## src/rtl/d_hazard_ctrl_pkg.sv

```systemverilog
// Shared definitions for the decode-stage hazard controller.
// Holds opcode/funct codes (including the multiply/divide group), the
// extender and PC-select codes, Tuse/Tnew codes and the decoded-instruction
// record produced by instr_class and consumed by d_hazard_ctrl.
package d_hazard_ctrl_pkg;

  // Primary opcodes
  localparam logic [5:0] OP_RTYPE = 6'h00;
  localparam logic [5:0] OP_J     = 6'h02;
  localparam logic [5:0] OP_JAL   = 6'h03;
  localparam logic [5:0] OP_BEQ   = 6'h04;
  localparam logic [5:0] OP_ORI   = 6'h0D;
  localparam logic [5:0] OP_LUI   = 6'h0F;
  localparam logic [5:0] OP_LW    = 6'h23;
  localparam logic [5:0] OP_SW    = 6'h2B;

  // R-type funct codes
  localparam logic [5:0] FN_JR    = 6'h08;
  localparam logic [5:0] FN_MFHI  = 6'h10;
  localparam logic [5:0] FN_MTHI  = 6'h11;
  localparam logic [5:0] FN_MFLO  = 6'h12;
  localparam logic [5:0] FN_MTLO  = 6'h13;
  localparam logic [5:0] FN_MULT  = 6'h18;
  localparam logic [5:0] FN_DIV   = 6'h1A;
  localparam logic [5:0] FN_ADDU  = 6'h21;
  localparam logic [5:0] FN_SUBU  = 6'h23;

  // Extender select: sign, zero (unsigned), load-upper (half shift)
  typedef enum logic [1:0] {
    SE = 2'd0,
    UE = 2'd1,
    HE = 2'd2
  } ext_op_e;

  // PC select: sequential PC+4, branch/jump target, register target
  typedef enum logic [1:0] {
    PC4  = 2'd0,
    NPC  = 2'd1,
    JRPC = 2'd2
  } pc_sel_e;

  // Tuse: cycles until the operand is consumed; 3 means never read.
  typedef logic [1:0] tuse_t;
  localparam tuse_t TUSE_0    = 2'd0;
  localparam tuse_t TUSE_1    = 2'd1;
  localparam tuse_t TUSE_2    = 2'd2;
  localparam tuse_t TUSE_NONE = 2'd3;

  // Tnew at E entry: cycles until the result is forwardable.
  typedef logic [1:0] tnew_t;
  localparam tnew_t TNEW_0 = 2'd0;
  localparam tnew_t TNEW_1 = 2'd1;
  localparam tnew_t TNEW_2 = 2'd2;

  localparam logic [4:0] REG_ZERO = 5'd0;
  localparam logic [4:0] REG_RA   = 5'd31;

  typedef struct packed {
    tuse_t      tuse_rs;
    tuse_t      tuse_rt;
    logic [4:0] dst;
    tnew_t      tnew;
    logic       is_md;       // any HI/LO-unit instruction
    logic       is_mdstart;  // mult/div: starts the busy window
    ext_op_e    ext_op;
    pc_sel_e    pc_sel;
    logic       isj;
    logic       isbr;
  } dec_t;

endpackage

```

## src/rtl/d_hazard_ctrl_instr_class.sv

```systemverilog
// instr_class: pure combinational decode of one instruction word.
// Ports:
//   ir_i   in  32  instruction word
//   dec_o  out     decoded record (Tuse per operand, destination, Tnew,
//                  MD flags, extender/PC-select controls, jump/branch flags)
// Unknown opcodes and functs decode as a nop (no operands, no destination).
module instr_class
  import d_hazard_ctrl_pkg::*;
#(
  parameter int unsigned MD_EN = 1
) (
  input  logic [31:0] ir_i,
  output dec_t        dec_o
);

  logic [5:0] opcode;
  logic [5:0] funct;
  logic [4:0] rt;
  logic [4:0] rd;
  logic       unused_fields;

  assign opcode = ir_i[31:26];
  assign funct  = ir_i[5:0];
  assign rt     = ir_i[20:16];
  assign rd     = ir_i[15:11];

  // rs and shamt do not affect classification; the top compares rs itself.
  assign unused_fields = ^{ir_i[25:21], ir_i[10:6]};

  always_comb begin
    // NOTE: every field gets a default before the case so no path can leave
    // an output unassigned, which would otherwise infer a latch.
    dec_o         = '0;
    dec_o.tuse_rs = TUSE_NONE;
    dec_o.tuse_rt = TUSE_NONE;
    dec_o.ext_op  = SE;
    dec_o.pc_sel  = PC4;

    unique case (opcode)
      OP_RTYPE: begin
        unique case (funct)
          FN_ADDU, FN_SUBU: begin
            dec_o.tuse_rs = TUSE_1;
            dec_o.tuse_rt = TUSE_1;
            dec_o.dst     = rd;
            dec_o.tnew    = TNEW_1;
          end
          FN_JR: begin
            dec_o.tuse_rs = TUSE_0;
            dec_o.pc_sel  = JRPC;
          end
          FN_MULT, FN_DIV: begin
            if (MD_EN != 0) begin
              dec_o.tuse_rs    = TUSE_1;
              dec_o.tuse_rt    = TUSE_1;
              dec_o.is_md      = 1'b1;
              dec_o.is_mdstart = 1'b1;
            end
          end
          FN_MFHI, FN_MFLO: begin
            if (MD_EN != 0) begin
              dec_o.dst   = rd;
              dec_o.tnew  = TNEW_1;
              dec_o.is_md = 1'b1;
            end
          end
          FN_MTHI, FN_MTLO: begin
            if (MD_EN != 0) begin
              dec_o.tuse_rs = TUSE_1;
              dec_o.is_md   = 1'b1;
            end
          end
          default: ;
        endcase
      end
      OP_ORI: begin
        dec_o.tuse_rs = TUSE_1;
        dec_o.dst     = rt;
        dec_o.tnew    = TNEW_1;
        dec_o.ext_op  = UE;
      end
      OP_LUI: begin
        dec_o.dst    = rt;
        dec_o.tnew   = TNEW_1;
        dec_o.ext_op = HE;
      end
      OP_LW: begin
        dec_o.tuse_rs = TUSE_1;
        dec_o.dst     = rt;
        dec_o.tnew    = TNEW_2;
      end
      OP_SW: begin
        dec_o.tuse_rs = TUSE_1;
        dec_o.tuse_rt = TUSE_2;
      end
      OP_BEQ: begin
        dec_o.tuse_rs = TUSE_0;
        dec_o.tuse_rt = TUSE_0;
        dec_o.pc_sel  = NPC;
        dec_o.isbr    = 1'b1;
      end
      OP_JAL: begin
        dec_o.dst    = REG_RA;
        dec_o.tnew   = TNEW_0;
        dec_o.pc_sel = NPC;
        dec_o.isj    = 1'b1;
      end
      OP_J: begin
        dec_o.pc_sel = NPC;
        dec_o.isj    = 1'b1;
      end
      default: ;
    endcase
  end

endmodule

```

## src/rtl/d_hazard_ctrl.sv

```systemverilog
// d_hazard_ctrl: decode-stage controller with stall generation and D-stage
// forward selection for a five-stage MIPS pipeline.
// Ports:
//   clk      in   rising-edge clock
//   reset_n  in   asynchronous active-low reset
//   IR_D     in   instruction currently in D
//   Zero     in   D comparator result (rs == rt)
//   EXTOp    out  extender select (SE/UE/HE), 0 while stalled
//   PCSel    out  PC select (PC4/NPC/JRPC), 0 while stalled
//   isj      out  j/jal in D, 0 while stalled
//   isb      out  taken beq in D, 0 while stalled
//   stall    out  freeze F/D and inject a bubble into E
//   fwd_rs   out  rs forward source: 0 = register file, k+1 = entry k
//   fwd_rt   out  rt forward source, same encoding
//   md_busy  out  multiply/divide unit still computing
// A private scoreboard mirrors the destination and remaining Tnew of each
// downstream stage (entry 0 = E).
module d_hazard_ctrl
  import d_hazard_ctrl_pkg::*;
#(
  parameter int unsigned N_STAGES = 3,
  parameter int unsigned TNEW_W   = 2,
  parameter int unsigned MD_EN    = 1,
  parameter int unsigned MD_LAT   = 5,
  parameter int unsigned FWD_W    = $clog2(N_STAGES + 1)
) (
  input  logic             clk,
  input  logic             reset_n,
  input  logic [31:0]      IR_D,
  input  logic             Zero,
  output logic [1:0]       EXTOp,
  output logic [1:0]       PCSel,
  output logic             isj,
  output logic             isb,
  output logic             stall,
  output logic [FWD_W-1:0] fwd_rs,
  output logic [FWD_W-1:0] fwd_rt,
  output logic             md_busy
);

  dec_t             dec;
  logic [4:0]       rs;
  logic [4:0]       rt;

  logic [4:0]        sb_dst_q  [N_STAGES];
  logic [4:0]        sb_dst_d  [N_STAGES];
  logic [TNEW_W-1:0] sb_tnew_q [N_STAGES];
  logic [TNEW_W-1:0] sb_tnew_d [N_STAGES];
  logic              e0_md_q, e0_md_d;   // mult/div currently in E
  logic [3:0]        md_cnt_q, md_cnt_d;

  logic             stall_sb;
  logic             stall_md;
  logic [FWD_W-1:0] fwd_rs_c;
  logic [FWD_W-1:0] fwd_rt_c;

  instr_class #(.MD_EN(MD_EN)) u_instr_class (
    .ir_i  (IR_D),
    .dec_o (dec)
  );

  assign rs = IR_D[25:21];
  assign rt = IR_D[20:16];

  // Scoreboard compare. The loop runs from the oldest entry down so the
  // youngest (smallest k) ready match wins the forward select.
  always_comb begin
    stall_sb = 1'b0;
    fwd_rs_c = '0;
    fwd_rt_c = '0;
    for (int k = int'(N_STAGES) - 1; k >= 0; k--) begin
      if (sb_dst_q[k] != REG_ZERO) begin
        if (sb_dst_q[k] == rs) begin
          if (int'(dec.tuse_rs) < int'(sb_tnew_q[k])) stall_sb = 1'b1;
          if (sb_tnew_q[k] == '0) fwd_rs_c = FWD_W'(k + 1);
        end
        if (sb_dst_q[k] == rt) begin
          if (int'(dec.tuse_rt) < int'(sb_tnew_q[k])) stall_sb = 1'b1;
          if (sb_tnew_q[k] == '0) fwd_rt_c = FWD_W'(k + 1);
        end
      end
    end
  end

  // The E-entry flag covers the cycle a mult/div spends in E; the counter
  // then covers the MD_LAT cycles the unit is busy after it leaves E.
  assign md_busy  = (md_cnt_q != 4'd0);
  assign stall_md = dec.is_md & (md_busy | e0_md_q);
  assign stall    = stall_sb | stall_md;

  assign EXTOp  = stall ? 2'd0 : dec.ext_op;
  assign PCSel  = stall ? 2'd0 : dec.pc_sel;
  assign isj    = ~stall & dec.isj;
  assign isb    = ~stall & dec.isbr & Zero;
  assign fwd_rs = fwd_rs_c;
  assign fwd_rt = fwd_rt_c;

  always_comb begin
    sb_dst_d[0]  = stall ? REG_ZERO : dec.dst;
    sb_tnew_d[0] = stall ? '0 : TNEW_W'(dec.tnew);
    for (int k = 1; k < int'(N_STAGES); k++) begin
      sb_dst_d[k]  = sb_dst_q[k-1];
      sb_tnew_d[k] = (sb_tnew_q[k-1] == '0) ? '0 : sb_tnew_q[k-1] - TNEW_W'(1);
    end
    e0_md_d = ~stall & dec.is_mdstart;
    if (e0_md_q)             md_cnt_d = 4'(MD_LAT);
    else if (md_cnt_q != 0)  md_cnt_d = md_cnt_q - 4'd1;
    else                     md_cnt_d = 4'd0;
  end

  always_ff @(posedge clk or negedge reset_n) begin
    if (!reset_n) begin
      // NOTE: the scoreboard array is reset entry by entry: unlike a RAM,
      // every entry feeds the stall logic from the first cycle.
      for (int k = 0; k < int'(N_STAGES); k++) begin
        sb_dst_q[k]  <= REG_ZERO;
        sb_tnew_q[k] <= '0;
      end
      e0_md_q  <= 1'b0;
      md_cnt_q <= 4'd0;
    end else begin
      // NOTE: non-blocking assignments so every entry shifts from the
      // pre-edge values, independent of statement order.
      sb_dst_q  <= sb_dst_d;
      sb_tnew_q <= sb_tnew_d;
      e0_md_q   <= e0_md_d;
      md_cnt_q  <= md_cnt_d;
    end
  end

endmodule

```

## config.mk

```make
export PLATFORM = sky130hd
export DESIGN_NAME = d_hazard_ctrl
export DESIGN_NICKNAME = d
export VERILOG_FILES = /design/src/rtl/d_hazard_ctrl_pkg.sv /design/src/rtl/d_hazard_ctrl_instr_class.sv /design/src/rtl/d_hazard_ctrl.sv
export SDC_FILE = /design/constraint.sdc
export NUM_CORES = 1
export LEC_CHECK = 0
export CORE_MARGIN = 2
export CORE_UTILIZATION = 35
export CTS_BUF_LIST = sky130_fd_sc_hd__clkbuf_4 sky130_fd_sc_hd__clkbuf_8
export DETAILED_ROUTE_END_ITERATION = 12
export GPL_ROUTABILITY_DRIVEN = 0
export GPL_TIMING_DRIVEN = 0
export PLACE_DENSITY = 0.69
export SLEW_MARGIN = 40
export SYNTH_ARGS = -nofsm -noshare
export SYNTH_HDL_FRONTEND = slang
export SYNTH_SLANG_ARGS = --single-unit
export TNS_END_PERCENT = 5
```

## constraint.sdc

```tcl
create_clock -name clk -period 3.9 [get_ports clk]
set_input_delay 0.975 -clock clk [delete_from_list [all_inputs] [get_ports clk]]
set_output_delay 0.975 -clock clk [all_outputs]
set_load 0.005 [all_outputs]
```

# Word level (Yosys, flattened, before mapping)
# Cells that the tools add are included.
# word_totals
input_bits	35
register_bits	26
out_inout_bits	12
word_cells	118
# classes
n_addsub	3
reduce_logical	17
muxes	54
n_eq_ne	22
n_bitwise	8
magnitude_cmp	6
# ops
cell	count
2-bit 2-to-1 mux	25
6-bit by 5-bit equality test with 1-bit output, second input constant	6
5-bit equality test	6
7-bit case mux with 4 select lines	1
6-bit equality test, second input constant	4
1-bit 2-to-1 mux	19
6-bit by 4-bit equality test with 1-bit output, second input constant	3
5-bit nonzero test	3
6-bit by 2-bit equality test with 1-bit output, second input constant	2
2-bit less-than comparator	6
2-bit case mux with 2 select lines	3
2-bit case mux with 3 select lines	2
6-bit OR reduction	2
4-bit 2-to-1 mux	2
4-bit OR reduction	2
7-bit 2-to-1 mux	1
6-bit by 3-bit equality test with 1-bit output, second input constant	1
2-bit logical NOT	3
6-bit logical NOT	1
2-bit OR reduction	3
3-bit OR reduction	2
1-bit AND	5
5-bit 2-to-1 mux	1
4-bit nonzero test	1
4 further kinds	6

# Depth between registers and ports, before layout
# Gate-level depths: netlist of the first run.
# logic_depth
word_depth	24
ltp_mapped	13
ltp_nobuf	11

# By module
# Synthesis of the first run repeated with hierarchy kept, for this count alone.
# unflattened
cells_unflattened	211
area_unflattened_um2	1988.2
# by_module_without_submodules
mod	cells_per_inst	n_inst	area_each_um2	seq_area_each_um2
d_hazard_ctrl	159	1	1592.8	650.6
instr_class	52	1	395.4	0.0

# Worst setup path after synthesis of the first run
# Ideal clock, no wire load.
# synth_timing
kind	input to output
from	input IR_D[29]
to	output PCSel[0]
cell_stages	10
required_ns	2.925
setup_slack_ns	0.028
path_buffers	1
arrival_ns	2.897
path_cell_list	nor3_2 -> nand2_1 -> o41ai_1 -> ha_1 -> nor2_1 -> nor4b_1 -> a22oi_2 -> nand4_2 -> buf_6 -> nor2_2
# synth_via
elab_chain_cells	21
elab_cells_between_ends	37
cone_classes	order compare (6); eq/ne (6); mux (20); bitwise (2); reduce/logical (3)
# synth_lines
element	line_no	rtl
start: declaration	d_hazard_ctrl.sv:29	input logic [31:0] IR_D,
6-bit by 4-bit equality test with 1-bit output / 6-bit equality test (equally long branches)	d_hazard_ctrl_instr_class.sv:39	unique case (opcode)
3-bit OR reduction (no line)	-	
2-bit case mux with 3 select lines	d_hazard_ctrl_instr_class.sv:39	
2-bit less-than comparator	d_hazard_ctrl.sv:74	if (int'(dec.tuse_rs) < int'(sb_tnew_q[k])) stall_sb = 1'b1;
1-bit 2-to-1 mux	d_hazard_ctrl.sv:74	
1-bit 2-to-1 mux	d_hazard_ctrl.sv:73	if (sb_dst_q[k] == rs) begin
1-bit 2-to-1 mux	d_hazard_ctrl.sv:78	if (int'(dec.tuse_rt) < int'(sb_tnew_q[k])) stall_sb = 1'b1;
1-bit 2-to-1 mux	d_hazard_ctrl.sv:77	if (sb_dst_q[k] == rt) begin
[6 not listed]	-	
1-bit 2-to-1 mux	d_hazard_ctrl.sv:74	
1-bit 2-to-1 mux	d_hazard_ctrl.sv:73	
1-bit 2-to-1 mux	d_hazard_ctrl.sv:78	
1-bit 2-to-1 mux	d_hazard_ctrl.sv:77	
1-bit 2-to-1 mux	d_hazard_ctrl.sv:72	if (sb_dst_q[k] != REG_ZERO) begin
1-bit bitwise OR (*)	d_hazard_ctrl.sv:89	assign stall = stall_sb | stall_md;
via stall	d_hazard_ctrl.sv:35	output logic stall,
2-bit 2-to-1 mux (*)	d_hazard_ctrl.sv:92	assign PCSel = stall ? 2'd0 : dec.pc_sel;
end: declaration	d_hazard_ctrl.sv:32	output logic [1:0] PCSel,
# Mark *: on every way through the listed nets, which the timed path passes. The rest lies on a longest branch.

# Worst setup path in the final report of the first run
# layout_timing
from	input IR_D[30]
to	output PCSel[0]
# layout_via
elab_chain_cells	21
elab_cells_between_ends	37
cone_classes	order compare (6); eq/ne (6); mux (20); bitwise (2); reduce/logical (3)
# layout_lines
element	line_no
6-bit by 4-bit equality test with 1-bit output / 6-bit equality test (equally long branches)	d_hazard_ctrl_instr_class.sv:39
3-bit OR reduction (no line)	-
2-bit case mux with 3 select lines	d_hazard_ctrl_instr_class.sv:39
2-bit less-than comparator	d_hazard_ctrl.sv:74
1-bit 2-to-1 mux	d_hazard_ctrl.sv:74
1-bit 2-to-1 mux	d_hazard_ctrl.sv:73
1-bit 2-to-1 mux	d_hazard_ctrl.sv:78
1-bit 2-to-1 mux	d_hazard_ctrl.sv:77
[5 not listed]	-
1-bit 2-to-1 mux	d_hazard_ctrl.sv:72
1-bit 2-to-1 mux	d_hazard_ctrl.sv:74
1-bit 2-to-1 mux	d_hazard_ctrl.sv:73
1-bit 2-to-1 mux	d_hazard_ctrl.sv:78
1-bit 2-to-1 mux	d_hazard_ctrl.sv:77
1-bit 2-to-1 mux	d_hazard_ctrl.sv:72
1-bit bitwise OR	d_hazard_ctrl.sv:89
2-bit 2-to-1 mux (*)	d_hazard_ctrl.sv:92
# Mark *: on every way between the ends. The rest lies on a longest branch, timed or not.

==> results of run 1 <==
-- path summary, 6_finish.rpt --
check                      slack (ns)  cells after the start            to
max                             -0.16                     13      PCSel[0]
min in group asynchronous        0.68                      1   sb_dst_d[8]
max reg2reg                      1.31                     10   sb_dst_d[5]
max in group asynchronous        2.84                      1   md_cnt_q[3]
min reg2reg                      0.45                      1  sb_tnew_q[2]
min                              0.45                      1  sb_tnew_q[2]
-- per-layer routing --
metal / vias up / global-route usage, % / wire, um / share of wire (%)
met5: - / 0 / 0 / 0
met4: 0 / 5.64 / 76 / 1.5
met3: 8 / 2.00 / 188 / 3.8
met2: 44 / 29.1 / 2450 / 50
met1: 854 / 22.2 / 2210 / 45
li1: 864 / - / - / -
-- synth_stat cells --
cell / number
clkbuf_1: 1
nor4b_1: 2
a221oi_1: 5
or3_1: 3
nand4_2: 1
or4_1: 4
xnor2_1: 24
a32oi_1: 1
o21ai_0: 6
or3b_2: 1
and2b_1: 1
ha_1: 7
a21boi_1: 1
nand2b_1: 1
nand3b_1: 1
nand3_1: 9
xor2_1: 6
nor2_2: 10
nor4_1: 6
nor3b_1: 2
and2_1: 3
o41ai_1: 1
o31ai_1: 3
a2111o_1: 1
buf_6: 1
nor2_4: 1
and3_1: 1
a32oi_2: 2
nor3_2: 2
nor2b_1: 5
a31oi_1: 1
a21oi_1: 8
a22oi_1: 1
o21a_1: 1
inv_1: 10
a22oi_2: 1
nor2_1: 20
nor3_1: 7
and4b_1: 1
dfrtp_1: 26
nand2_1: 18
a21o_1: 2
-- critical path: cells and delay by family --
kind / cells / cell delay, ns
AOI/OAI and AO/OA: 2 / 0.52
adders and majority gates: 1 / 0.24
buffers and inverters: 4 / 0.54
and+or+nand+nor: 6 / 0.80
-- flip-flops by register name, indices dropped and copies added (netlist names) --
register	count
sb_dst_d	10
e0_md_q	1
sb_dst_q	5
sb_tnew_q	6
md_cnt_q	4
-- power groups by stage --
stage,Sequential [mW],Clock [mW],Combinational [mW]
after floorplan,0.312,0,0.113
after global placement,0.316,0,0.187
after detailed placement,0.317,0,0.190
after CTS,0.311,0.226,0.205
after global routing,0.316,0.238,0.232
final,0.311,0.224,0.208
-- repair_timing --
item | 4_1_cts | 5_1_grt
resized for setup | 128 | 7
setup endpoints to repair | 11 | 11
hold endpoints to repair | 0 | 0
setup buffers | 14 | 0
pin swaps | 22 | 0
-- logic make-up (layout without fill, tap and decap cells) --
logic type                 count (synthesis)  count (layout)
xor gates and xnor gates                  30              30
adders and majority gates                  7               7
DFF                                       26              26
AOI/OAI and AO/OA                         34              34
and+or+nand+nor                           99              99
buffers and inverters                     12              71
-- layout make-up --
class | instances | area share (%)
flip-flops and latches | 26 | 24.2
inverters | 10 | 1.40
well taps | 70 | 3.26
clock buffers | 3 | 1.54
clock inverters | 1 | 1.12
plain buffers | 2 | 1.07
multi-input cells | 170 | 50.2
repair buffers | 55 | 17.2
==> impl_metrics.env, run 1 <==
export IMPL_status="finished with violations"
export IMPL_failed_checks="setup timing"
export IMPL_place_ws_ns=-1.44
export IMPL_synth_area_mux_share_pct=0
export IMPL_seqPwrFrac_pct=41.8
export IMPL_hpwl_mm=3.66
export IMPL_r2r_start="sb_dst_d[1]"
export IMPL_placed_area_um2=2340
export IMPL_critPathMostFrequentCell="buf_2"
export IMPL_yosys_area_share_adder_pct=4.73
export IMPL_initial_core_util_pct=36.3
export IMPL_synth_cell_types=42
export IMPL_power_uw=744
export IMPL_worst_slew_pin_transition_ns=0.585
export IMPL_fp_dieH_um=76.7
export IMPL_start_kind="primary input"
export IMPL_clockPowerShare_pct=30.2
export IMPL_ctsHoldBuffers=0
export IMPL_fp_dieW_um=76.7
export IMPL_fin_nets=310
export IMPL_power_density_nw_per_um2=277
export IMPL_path_cells="buf_2 > nor3_4 > nand2_2 > o41ai_4 > ha_2 > nor2_1 > nor4b_4 > a22oi_2 > nand4_4 > buf_8 > buf_6 > nor2_2 > buf_2"
export IMPL_drc=0
export IMPL_maxCapViolCount=0
export IMPL_synth_top_family_by_area="simple AND/OR/NAND/NOR gates"
export IMPL_final_antenna_net_count=0
export IMPL_regArea_um2=651
export IMPL_cts_buffers=3
export IMPL_startpoint="IR_D[30]"
export IMPL_internal_power_uw=534
export IMPL_cts_max_path_buffers=2
export IMPL_fmax_mhz=247
export IMPL_layout_setup_ws_ns=-0.156
export IMPL_cts_max_level=1
export IMPL_n_antenna_cell=0
export IMPL_portBuffers=41
export IMPL_synth_nets=250
export IMPL_tns_ns=-0.588
export IMPL_whs_ns=0.446
export IMPL_ios=47
export IMPL_vdd_ir_drop_max_v=0.000135
export IMPL_swShare_pct=28.2
export IMPL_ys_seq_elements=26
export IMPL_drt_wl_total_mm=4.93
export IMPL_most_common_layout_cells="26 x dfrtp_1, 23 x xnor2_1, 18 x nor2_1"
export IMPL_drv_slew=0
export IMPL_leakage_nw=1.18
export IMPL_cp_max_fo=6
export IMPL_critPathKind="primary input to output pin"
export IMPL_synth_top_area_share_pct=35.1
export IMPL_layout_commonest_cell="dfrtp_1"
export IMPL_period_share_pct=104
export IMPL_dp_cells=319
export IMPL_cts_reportedPaths_clkPinSlew_ns=0.09
export IMPL_cp_slowest_cell="o41ai_4"
export IMPL_layout_drive_gt1_share_pct=30.7
export IMPL_clock_sinks=26
export IMPL_tritoncts="yes"
export IMPL_relSlewSlack_pct=60.9
export IMPL_area_growth_pct=45.1
export IMPL_finalNonFillerCells=337
export IMPL_min_period_ns=4.06
export IMPL_grt_pass1_vias=1756
export IMPL_initialDrtViolationCount=74
export IMPL_hold_viol_final=0
export IMPL_cp_required_ns=2.92
export IMPL_pwr_share_comb_pct=28.0
export IMPL_syn_instance_count=208
export IMPL_cpPeakStageDelay_ns=0.33
export IMPL_gr_total_overflow=0
export IMPL_antenna_found_initial=0
export IMPL_routedWlPerCell_um=14.6
export IMPL_final_util_pct=52.6
export IMPL_end_kind="output pin"
export IMPL_routed_via_count=1770
export IMPL_worstHoldStart="sb_tnew_q[4]"
export IMPL_synth_avg_cell_area_um2=8.90
export IMPL_grt_use_total_pct=17.0
export IMPL_grt_max_degree=27
export IMPL_core_um2=5110
export IMPL_root_buffer="clkbuf_8"
export IMPL_yosys_area_top_type="dfrtp_1"
export IMPL_rows=26
export IMPL_p_sw_uw=210
export IMPL_rsz0062_at_grt="true"
export IMPL_grt_pass1_wl_mm=8.23
export IMPL_cp_arrival_ns=3.08
export IMPL_setup_violations=6
export IMPL_synth_seq_area_share_pct=35.1
export IMPL_yosys_warnings=0
export IMPL_synth_area_leaders="dfrtp_1 35%, xnor2_1 11%, ha_1 4.7%"
export IMPL_synth_xor_area_share_pct=14.2
export IMPL_hp_class="flip-flop to flip-flop"
export IMPL_postLayoutCellArea_um2=2690
export IMPL_n_fill_cell=463
export IMPL_multi_input_area_um2=1350
export IMPL_syn_area_um2=1850
export IMPL_drt_first_pass_iters=4
export IMPL_clk_latency_ns=0.28
export IMPL_routed_via_density=5.25
export IMPL_synth_compound_area_share_pct=13.7
export IMPL_skew_ns=0.00328
export IMPL_die_area_um2=5890
export IMPL_synthSimpleGateAreaFrac_pct=29.4
Power figures use the tool's default switching activity.
==> run 2, diff against run 1 <==
==> constraint.sdc (replaced) <==
create_clock -name clk -period 3.9 [get_ports clk]
set_input_delay 0.78 -clock clk [delete_from_list [all_inputs] [get_ports clk]]
set_output_delay 0.78 -clock clk [all_outputs]
set_load 0.005 [all_outputs]
==> impl_metrics.env, run 2 (synthesized netlist as in run 1, its figures left out) <==
export IMPL_status="complete, no violations"
export IMPL_grt_use_total_pct=17.0
export IMPL_core_um2=5110
export IMPL_period_share_pct=97.3
export IMPL_dp_cells=319
export IMPL_place_ws_ns=-1.05
export IMPL_critPathKind="primary input to output pin"
export IMPL_layout_commonest_cell="dfrtp_1"
export IMPL_root_buffer="clkbuf_8"
export IMPL_postLayoutCellArea_um2=2650
export IMPL_routedWlPerCell_um=14.8
export IMPL_clk_latency_ns=0.28
export IMPL_layout_setup_ws_ns=0.104
export IMPL_final_antenna_net_count=0
export IMPL_die_area_um2=5890
export IMPL_cp_required_ns=3.12
export IMPL_antenna_found_initial=0
export IMPL_vdd_ir_drop_max_v=0.000134
export IMPL_cts_max_path_buffers=2
export IMPL_layout_drive_gt1_share_pct=27.3
export IMPL_start_kind="primary input"
export IMPL_n_antenna_cell=0
export IMPL_min_period_ns=3.80
export IMPL_setup_violations=0
export IMPL_clock_sinks=26
export IMPL_largest_reg_flops=10
export IMPL_power_density_nw_per_um2=281
export IMPL_cts_buffers=3
export IMPL_drt_first_pass_iters=4
export IMPL_initialDrtViolationCount=115
export IMPL_relSlewSlack_pct=60.4
export IMPL_rsz0062_at_grt="false"
export IMPL_routed_via_density=5.26
export IMPL_leakage_nw=1.16
export IMPL_finalNonFillerCells=337
export IMPL_cp_arrival_ns=3.02
export IMPL_fp_dieW_um=76.7
export IMPL_cts_max_level=1
export IMPL_fin_nets=310
export IMPL_fmax_mhz=263
export IMPL_grt_pass1_vias=1769
export IMPL_drt_wl_total_mm=4.99
export IMPL_final_util_pct=51.8
export IMPL_tritoncts="yes"
export IMPL_portBuffers=41
export IMPL_grt_max_degree=27
export IMPL_gr_total_overflow=0
export IMPL_worst_slew_pin_transition_ns=0.589
export IMPL_area_growth_pct=42.9
export IMPL_ios=47
export IMPL_maxCapViolCount=0
export IMPL_hp_class="flip-flop to flip-flop"
export IMPL_cts_reportedPaths_clkPinSlew_ns=0.09
export IMPL_drc=0
export IMPL_initial_core_util_pct=36.3
export IMPL_rows=26
export IMPL_most_common_layout_cells="26 x dfrtp_1, 24 x xnor2_1, 21 x clkdlybuf4s50_1"
export IMPL_cp_max_fo=5
export IMPL_end_kind="output pin"
export IMPL_fp_dieH_um=76.7
export IMPL_hold_viol_final=0
export IMPL_hpwl_mm=3.66
export IMPL_routed_via_count=1773
export IMPL_r2r_start="md_cnt_q[0]"
export IMPL_grt_pass1_wl_mm=8.20
export IMPL_skew_ns=0.00426
export IMPL_worstHoldStart="sb_tnew_q[4]"
export IMPL_placed_area_um2=2340
export IMPL_drv_slew=0
export IMPL_startpoint="IR_D[29]"
[run 2: cell count changes in the layout (fill, tap and decap cells not counted), sizes merged]
cell | before | now
buf | 32 | 21
clkdlybuf4s50 | 11 | 21
clkbuf | 4 | 11
dlygate4sd2 | 8 | 4
dlymetal6s2s | 3 | 1
[run 2: path summary, 6_finish.rpt]
path / endpoint / slack (ns) / cells after the start
max: PCSel[0] / 0.10 / 13
min: sb_tnew_q[2] / 0.45 / 1
max reg2reg: sb_tnew_q[5] / 1.33 / 12
min reg2reg: sb_tnew_q[2] / 0.45 / 1
max in group asynchronous: md_cnt_q[3] / 3.04 / 1
min in group asynchronous: sb_dst_d[8] / 0.49 / 1
[run 2: timing repair]
action,CTS,global route
gates cloned,0,0
hold buffers,0,0
pin swaps,13,12
gates resized for setup,60,36
endpoints found under the setup margin,7,7
buffers inserted,9,5
[run 2: power breakdown]
part / internal (mW) / switching [mW] / total [mW] / leakage [nW]
combinational: 0.104 / 0.102 / 0.206 / 0.768
clock: 0.138 / 0.0877 / 0.225 / 0.0357
sequential: 0.294 / 0.0173 / 0.311 / 0.354
total: 0.535 / 0.207 / 0.743 / 1.16
[run 2: through the flow]
stage / total power, mW / hold WS [ns] / setup TNS [ns]
global placement: 0.502 / 0.433 / -7.03
finish: 0.743 / 0.448 / 0
floorplan: 0.425 / 0.419 / 0
detailed placement: 0.506 / 0.431 / -6.87
global route: 0.784 / 0.481 / 0
CTS: 0.737 / 0.445 / -0.0922
[run 2: cell type report]
type / instances / area, um2
Fill cell: 471 / 2460
Multi-Input combinational cell: 170 / 1310
Tap cell: 70 / 87.6
Clock inverter: 1 / 30.0
Buffer: 2 / 28.8
Timing Repair Buffer: 55 / 464
Sequential cell: 26 / 651
Clock buffer: 3 / 41.3
Inverter: 10 / 37.5
[run 2: metal layers]
layer | track usage (%) | part of all wire [%] | vias up | routed length [um]
li1 | - | - | 857 | -
met1 | 21.7 | 42 | 848 | 2110
met2 | 28.9 | 51 | 53 | 2530
met3 | 2.24 | 4.6 | 15 | 231
met4 | 6.73 | 2.5 | 0 | 126
met5 | 0 | 0 | - | 0
[run 2: worst max-delay path, cell delays in order]
cell,delay [ns]
buf_4,0.14
nor3_4,0.26
nand2_4,0.08
o41ai_4,0.43
ha_2,0.25
nor2_1,0.04
nor4b_4,0.14
a22oi_2,0.23
nand4_4,0.19
buf_8,0.17
buf_4,0.13
nor2_2,0.06
buf_2,0.11
==> run 3, diff against run 2 <==
--- a/config.mk
+++ b/config.mk
@@ -12,6 +12,7 @@
 export GPL_ROUTABILITY_DRIVEN = 0
 export GPL_TIMING_DRIVEN = 0
 export PLACE_DENSITY = 0.69
+export SKIP_CTS_REPAIR_TIMING = 1
 export SLEW_MARGIN = 40
 export SYNTH_ARGS = -nofsm -noshare
 export SYNTH_HDL_FRONTEND = slang
==> impl_metrics.env, run 3 (synthesized netlist as in run 1, its figures left out) <==
export IMPL_drt_first_pass_iters=4
export IMPL_skew_ns=0.00770
export IMPL_power_density_nw_per_um2=283
export IMPL_path_cells="dlymetal6s2s_1 > nor3_4 > nand2_2 > o41ai_4 > ha_2 > nor2_1 > nor4b_2 > a22oi_2 > nand4_4 > buf_4 > nor3_2 > buf_2"
export IMPL_clk_latency_ns=0.28
export IMPL_cp_required_ns=3.12
export IMPL_routed_via_count=1724
export IMPL_power_uw=734
export IMPL_rows=26
export IMPL_portBuffers=41
export IMPL_tritoncts="yes"
export IMPL_grt_use_total_pct=15.6
export IMPL_cpPeakStageDelay_ns=0.34
export IMPL_layout_commonest_cell="dfrtp_1"
export IMPL_initialDrtViolationCount=64
export IMPL_seqPwrFrac_pct=42.4
export IMPL_cp_arrival_ns=3.02
export IMPL_rsz0062_at_grt="true"
export IMPL_largest_reg_flops=10
export IMPL_root_buffer="clkbuf_8"
export IMPL_maxCapViolCount=0
export IMPL_cts_max_level=1
export IMPL_relSlewSlack_pct=60.0
export IMPL_layout_setup_ws_ns=0.0969
export IMPL_cts_max_path_buffers=2
export IMPL_hold_viol_final=0
export IMPL_most_common_layout_cells="26 x dfrtp_1, 24 x xnor2_1, 21 x clkdlybuf4s50_1"
export IMPL_clockPowerShare_pct=30.7
export IMPL_fp_dieW_um=76.7
export IMPL_fp_dieH_um=76.7
export IMPL_cts_reportedPaths_clkPinSlew_ns=0.09
export IMPL_grt_pass1_vias=1619
export IMPL_layout_drive_gt1_share_pct=19.0
export IMPL_setup_violations=0
export IMPL_n_fill_cell=465
export IMPL_cp_max_fo=6
export IMPL_fmax_mhz=263
export IMPL_critPathKind="primary input to output pin"
export IMPL_grt_pass1_wl_mm=7.51
export IMPL_initial_core_util_pct=36.3
export IMPL_die_area_um2=5890
export IMPL_core_um2=5110
export IMPL_drc=0
export IMPL_worst_slew_pin_transition_ns=0.594
export IMPL_pwr_share_comb_pct=26.9
export IMPL_gr_total_overflow=0
export IMPL_hp_class="flip-flop to flip-flop"
export IMPL_swShare_pct=27.5
export IMPL_antenna_found_initial=0
export IMPL_min_period_ns=3.80
export IMPL_p_sw_uw=202
export IMPL_r2r_slack_ns=1.56
export IMPL_routed_via_density=5.26
export IMPL_clock_sinks=26
export IMPL_end_kind="output pin"
export IMPL_place_ws_ns=-1.05
export IMPL_grt_max_degree=27
export IMPL_drt_wl_total_mm=4.69
export IMPL_status="complete, no violations"
export IMPL_start_kind="primary input"
export IMPL_internal_power_uw=533
export IMPL_area_growth_pct=40.3
export IMPL_cp_slowest_cell="o41ai_4"
export IMPL_whs_ns=0.451
export IMPL_fin_nets=301
export IMPL_hpwl_mm=3.66
export IMPL_ios=47
export IMPL_drv_slew=0
export IMPL_cts_buffers=3
export IMPL_final_antenna_net_count=0
export IMPL_period_share_pct=97.5
export IMPL_routedWlPerCell_um=14.3
export IMPL_vdd_ir_drop_max_v=0.000133
export IMPL_leakage_nw=1.23
export IMPL_n_antenna_cell=0
run 3: cell types whose count changed in the layout (fill, tap and decap cells not counted), moves of 2 or more:
| cell | before | now |
|---|---|---|
| nor2b_4 | 3 | 1 |
| nor2b_2 | 1 | 3 |
| dlygate4sd2_1 | 4 | 0 |
| clkdlybuf4s15_1 | 2 | 0 |
| buf_4 | 14 | 5 |
| clkbuf_2 | 7 | 0 |
| dlymetal6s2s_1 | 1 | 17 |
run 3: critical path: cells and delay by family:
kind	cells	cell delay, ns
and+or+nand+nor	6	0.96
AOI/OAI and AO/OA	2	0.54
buffers and inverters	3	0.51
adders and majority gates	1	0.24
run 3: worst paths after layout:
kind                                    from  cells past startpoint      endpoint
max in group asynchronous            reset_n                      1   md_cnt_q[3]
min in group asynchronous            reset_n                      1   sb_dst_d[8]
worst min-delay path            sb_tnew_q[4]                      1  sb_tnew_q[2]
worst max register to register   md_cnt_q[0]                     11  sb_tnew_q[4]
worst min register to register  sb_tnew_q[4]                      1  sb_tnew_q[2]
worst max-delay path                IR_D[30]                     12      EXTOp[1]
run 3: stage by stage:
stage          util, %  cells  setup TNS [ns]  instance area [um2]
2_1_floorplan        -    208               0                 1850
3_3_place_gp      46.0    319           -7.03                 2350
3_5_place_dp      45.9    319           -6.87                 2340
4_1_cts           47.3    323           -7.01                 2420
5_1_grt           50.9    328          -0.495                 2600
6_report          50.9    328               0                 2600
run 3: per-layer routing:
| layer | wire (um) | global-route usage (%) | up-vias |
|---|---|---|---|
| li1 | - | - | 840 |
| met1 | 2070 | 21.1 | 826 |
| met2 | 2330 | 25.5 | 51 |
| met3 | 209 | 1.65 | 7 |
| met4 | 76 | 5.82 | 0 |
| met5 | 0 | 0 | - |
run 3: power groups by stage:
stage / clock network [mW] / registers (mW) / logic, mW
6_report: 0.226 / 0.311 / 0.197
2_1_floorplan: 0 / 0.312 / 0.113
3_5_place_dp: 0 / 0.317 / 0.190
3_3_place_gp: 0 / 0.316 / 0.187
4_1_cts: 0.226 / 0.311 / 0.191
5_1_grt: 0.238 / 0.315 / 0.221
run 3: area by class of cell:
| cell class | instances | area [um2] | area share (%) |
|---|---|---|---|
| multi-input cells | 170 | 1250 | 48.1 |
| flip-flops and latches | 26 | 651 | 25.0 |
| repair buffers | 46 | 475 | 18.3 |
| well taps | 70 | 87.6 | 3.37 |
| clock buffers | 3 | 41.3 | 1.59 |
| inverters | 10 | 37.5 | 1.45 |
| clock inverters | 1 | 30.0 | 1.16 |
| plain buffers | 2 | 26.3 | 1.01 |
